`config.mk`:
```
export PLATFORM = sky130hd
export DESIGN_NAME = decoder8_pulse
export DESIGN_NICKNAME = d
export VERILOG_FILES = /design/src/rtl/decoder8_pulse.sv
export SDC_FILE = /design/constraint.sdc
export NUM_CORES = 1
export LEC_CHECK = 0
export BUFFER_PORTS_ARGS = -buffer_cell sky130_fd_sc_hd__buf_2
export CAP_MARGIN = 25
export CORE_MARGIN = 2
export CORE_UTILIZATION = 38
export CTS_BUF_LIST = sky130_fd_sc_hd__clkbuf_4
export CTS_CLUSTER_SIZE = 14
export DETAILED_ROUTE_END_ITERATION = 8
export PLACE_DENSITY = 0.55
export SKIP_LAST_GASP = 1
export SYNTH_ARGS = -nofsm -noshare
export SYNTH_HDL_FRONTEND = slang
export SYNTH_SLANG_ARGS = --single-unit
```
`constraint.sdc`:
```
create_clock -name clk -period 4.9 [get_ports clk]
set_input_delay 0.245 -clock clk [delete_from_list [all_inputs] [get_ports clk]]
set_output_delay 0.245 -clock clk [all_outputs]
set_load 0.01 [all_outputs]
```
`src/rtl/decoder8_pulse.sv`:
```
// Registered 3-to-8 one-hot decoder with a one-entry input buffer and timed
// output pulses: PULSE_LEN cycles of strobe, then GAP_LEN forced-idle cycles.
module decoder8_pulse #(
   parameter int PULSE_LEN = 4,
   parameter int GAP_LEN   = 1,
   parameter int CNT_W     = 8
) (
   input  logic       clk,
   input  logic       rst,
   input  logic       in_valid,
   output logic       in_ready,
   input  logic [2:0] in_code,
   input  logic       in_en,
   output logic [7:0] y,
   output logic       y_valid,
   output logic       y_last,
   output logic       busy
);

   typedef enum logic [1:0] {
      ST_IDLE  = 2'd0,
      ST_DRIVE = 2'd1,
      ST_GAP   = 2'd2
   } state_t;

   localparam logic [CNT_W-1:0] PULSE_RELOAD = CNT_W'(PULSE_LEN - 1);
   localparam logic [CNT_W-1:0] GAP_RELOAD   = (GAP_LEN > 0) ? CNT_W'(GAP_LEN - 1) : '0;

   state_t           state_reg, state_next;
   logic [CNT_W-1:0] cnt_reg, cnt_next;
   logic             hold_full_reg, hold_full_next;
   logic [2:0]       hold_code_reg, hold_code_next;
   logic             hold_en_reg, hold_en_next;
   logic [7:0]       y_reg, y_next;
   logic             y_valid_reg, y_valid_next;

   logic       accept;
   logic       load;
   logic       cnt_zero;
   logic [7:0] dec;

   // Buffered code decoded one bit per lane; a null pulse leaves every lane low.
   generate
      for (genvar gi = 0; gi < 8; gi++) begin : g_dec
         assign dec[gi] = hold_en_reg && (hold_code_reg == 3'(gi));
      end
   endgenerate

   assign cnt_zero = (cnt_reg == '0);
   assign accept   = in_valid && !hold_full_reg;
   // Accept needs an empty buffer and load a full one, so they never coincide.
   assign load     = hold_full_reg &&
                     ((state_reg == ST_IDLE) ||
                      (state_reg == ST_DRIVE && cnt_zero && GAP_LEN == 0) ||
                      (state_reg == ST_GAP && cnt_zero));

   // State register
   always_ff @(posedge clk or posedge rst) begin
      if (rst) begin
         state_reg     <= ST_IDLE;
         cnt_reg       <= '0;
         hold_full_reg <= 1'b0;
         hold_code_reg <= 3'd0;
         hold_en_reg   <= 1'b0;
         y_reg         <= 8'h00;
         y_valid_reg   <= 1'b0;
      end else begin
         state_reg     <= state_next;
         cnt_reg       <= cnt_next;
         hold_full_reg <= hold_full_next;
         hold_code_reg <= hold_code_next;
         hold_en_reg   <= hold_en_next;
         y_reg         <= y_next;
         y_valid_reg   <= y_valid_next;
      end
   end

   // Next-state and duration counter
   always_comb begin
      state_next = state_reg;
      cnt_next   = cnt_reg;
      if (load) begin
         state_next = ST_DRIVE;
         cnt_next   = PULSE_RELOAD;
      end else begin
         case (state_reg)
            ST_DRIVE: begin
               if (!cnt_zero) begin
                  cnt_next = cnt_reg - 1'b1;
               end else if (GAP_LEN > 0) begin
                  state_next = ST_GAP;
                  cnt_next   = GAP_RELOAD;
               end else begin
                  state_next = ST_IDLE;
                  cnt_next   = '0;
               end
            end
            ST_GAP: begin
               if (!cnt_zero) begin
                  cnt_next = cnt_reg - 1'b1;
               end else begin
                  state_next = ST_IDLE;
               end
            end
            default: begin
               state_next = ST_IDLE;
               cnt_next   = '0;
            end
         endcase
      end
   end

   // Holding buffer and registered strobe outputs
   always_comb begin
      hold_full_next = hold_full_reg;
      hold_code_next = hold_code_reg;
      hold_en_next   = hold_en_reg;
      y_next         = 8'h00;
      y_valid_next   = 1'b0;

      if (accept) begin
         hold_full_next = 1'b1;
         hold_code_next = in_code;
         hold_en_next   = in_en;
      end else if (load) begin
         hold_full_next = 1'b0;
      end

      if (load) begin
         y_next       = dec;
         y_valid_next = 1'b1;
      end else if (state_reg == ST_DRIVE && !cnt_zero) begin
         y_next       = y_reg;
         y_valid_next = y_valid_reg;
      end
   end

   assign in_ready = !hold_full_reg;
   assign y        = y_reg;
   assign y_valid  = y_valid_reg;
   assign y_last   = (state_reg == ST_DRIVE) && cnt_zero;
   assign busy     = (state_reg != ST_IDLE) || hold_full_reg;

endmodule

```
==> results.tsv <==
stage	metric	value	unit
critical_path	RR Startpoint	cnt_reg[0]$_DFFE_PP0P_	
pwr	VDD IR max	0.2945	mV
critical_path	Crit path required time	4.66	ns
die	Die ar.	3626	µm²
yosys	post-synthesis sequential area ratio	0.5000	
critical_path	CP startpoint	cnt_reg[0]$_DFFE_PP0P_	
die	Core Footprint	3028	µm²
sta	minimum clock period	2.086	ns
die	# rows	20	
yosys	Mapped Area	1201	µm²
sta	setup_tns	0	ns
clock_network	clk sinks	24	
yosys	#FFs+latches synth	24	
yosys	ys async rst share	1.000	
routing	DR vias/cell	5.102	
cells_and_area	# nets final	146	
yosys	Yosys top cell by area	dfrtp_1	
die	Starting Density	0.3967	
placed_design	GPL Wtd Cong	0.7754	
critical_path	Crit path depth	5	
sta	period utilisation layout	0.4258	
sta	RSZ-0062 raised after global routing	false	
clock_network	CTS root buffer	clkbuf_4	
routing	WL/cell	13.10	µm
yosys	top_reg_cell synth	dfrtp_1	
grt	global-route wire length before repair	3.995	mm
yosys	yosys warns	0	
sta	Worst Clk Skew	0.01004	ns
pwr	Pleak	0.0006572	µW
routing	DR pass1 iterations	4	
sta	highest clock rate	0.4793	GHz
die	die extent in y	60.22	µm
clock_network	CTS tree	yes	
critical_path	CP Cell Sequence	inv_1 > ha_1 > nor3b_1 > and3_1 > buf_2	
sta	# setup viols final	0	
sta	hold_ws	0.07726	ns
grt	grt ovf	0	
yosys	top cell type's share of synthesized area	0.5000	
critical_path	worst-case reg-to-reg path depth	6	
sta	Final Max Tran Viols	0	
yosys	synthesized netlist cell count	112	
yosys	average cell area after synthesis	10.72	µm²
routing	initial DRC count	31	
clock_network	Worst-Skew Late Latency	0.33	ns
cells_and_area	layout cells sized above 1	0.2556	
routing	# DRC	0	
clock_network	clock-pin slew on the worst setup and hold paths	0.14	ns
outcome	status	finished clean	
critical_path	largest delay contributor family on the critical path	simple AND/OR/NAND/NOR gates	
yosys	Mapped Nets	124	
sta	worst rel slew slack	0.4081	
routing	ANT nets after route	0	
sta	final hold vios	0	
placed_design	IO Port Bufs	18	
placed_design	DP Wirelength	1.710	mm
clock_network	hold_buf cts	0	
sta	Slew @ Worst Pin	0.8869	ns
grt	number of global-route vias before repair	825	
flow_run	number of max-cap violations	0	
routing	via count	903	
cells_and_area	area grow syn2layout	16.04	%
yosys	Area contributors post-synth	dfrtp_1 (50%), o2bb2ai_1 (5.8%), ha_1 (5.2%)	
grt	largest net degree at the start of global routing	25	
clock_network	TritonCTS Buffers	3	
critical_path	Crit Path Max Fanout	6	
grt	initial antenna violation count	0	
sta	Setup WS post-layout	2.814	ns
clock_network	Post-CTS Resized	0	
routing	drt total wl	2.319	mm
critical_path	Crit path arrival time	1.84	ns
die	die width	60.22	µm
critical_path	Critical Path Max Stage Delay	0.47	ns
clock_network	Max Root-Sink Buffers	2	
clock_network	H-tree depth reported by CTS	1	
yosys	EDFF count, synth	0	
critical_path	CP Class	flop to output port	
critical_path	CP bufs+invs	2	
die	Top Ports	19	
critical_path	CP endpoint kind	output port	
critical_path	Worst setup SP type	flop	
clock_network	Post-CTS Setup Bufs	0	
grt	GRT Total Usage	0.1524	
placed_design	pre-CTS WS	2.854	ns
pwr	PwrDens	701.0	nW/µm²
cells_and_area	diode count	0	
worst_hold_path	Hold Path Class	input port to async pin	
critical_path	slowest CP cell	nor3b_1	
yosys	post-synthesis cell type count	36	
## metal layers
metal  vias to the layer above  track usage  part of all wire
met5                         -            0                 0
met4                         0      0.07619             0.022
met3                         5      0.03463             0.042
met2                        16       0.2096              0.42
met1                       433       0.2216              0.51
li1                        449            -                 -
## power by group
group / switching (µW) / leakage [µW] / internal (µW)
Sequential: 72.0 / 0.000315 / 266
Combinational: 276 / 0.000314 / 217
Clock: 63.1 / 0.0000279 / 82.8
Total: 411 / 0.000657 / 566
## metrics by stage
step / power [µW] / cells / cell area [µm²] / utilization
3_3_place_gp: 825.8 / 173 / 1341 / 0.4430
6_report: 977.1 / 177 / 1394 / 0.4603
2_1_floorplan: 714.5 / 112 / 1201 / -
3_5_place_dp: 837.2 / 173 / 1341 / 0.4430
5_1_grt: 1070 / 177 / 1394 / 0.4603
4_1_cts: 984.3 / 177 / 1394 / 0.4603
## cell families (layout without fill, tap and decap cells)
logic type | count (synthesis) | after routing | synth area share
AO/OA/AOI/OAI | 27 | 27 | 0.1656
AND/OR/NAND/NOR | 42 | 42 | 0.2083
flip-flops | 24 | 24 | 0.5000
adder cells (fa/ha/maj) | 5 | 5 | 0.05208
XOR/XNOR | 1 | 1 | 0.007293
multiplexers | 4 | 4 | 0.03750
buffers and inverters | 9 | 30 | 0.02916
## Yosys cell counts (3+ instances only)
cell,instances
nor2_1,5
ha_1,5
nor3_1,3
a31oi_1,3
nand2b_1,4
dfrtp_1,24
or3_1,4
a21oi_1,5
mux2_2,4
inv_1,8
o2bb2ai_1,8
nand2_1,10
## worst reg2reg max path: stages, from the launching register on
cell       delay [ns]
dfrtp_1          0.45
inv_1            0.10
ha_1             0.15
nor3b_1          0.47
a41o_1           0.41
nand3_1          0.22
o2bb2ai_1        0.19
## path summary, 6_finish.rpt
kind | to | slack, ns
max | y_last | 2.81
min | y[1]$_DFFE_PP0P_ | 0.08
max reg2reg | y[7]$_DFFE_PP0P_ | 2.86
min reg2reg | y[5]$_DFFE_PP0P_ | 0.50
max in group asynchronous | cnt_reg[1]$_DFFE_PP0P_ | 4.28
min in group clk | hold_full_reg$_DFFE_PP0P_ | 0.13
## cells in the final DEF, fill, tap and decap left out, drive strengths merged, types with 2 or more instances in the layout
cell type and count:
o2bb2ai 8, nor3 3, dfrtp 24, inv 8, a31oi 3, nand3 2
a21oi 7, or3 6, and2 2, ha 5, nor2 5, mux2 4
o21ai 3, buf 18, and3 2, nand2 10, nand2b 4, clkbuf 3
## final cells by class
cell class | instances | area (µm²)
clock buffer | 3 | 22.52
clock inverter | 1 | 30.03
fill | 302 | 1634
inverter | 8 | 30.03
multi-input combinational | 79 | 565.5
sequential | 24 | 600.6
tap | 44 | 55.05
timing repair buffer | 18 | 90.09
Power figures use the tool's default switching activity.
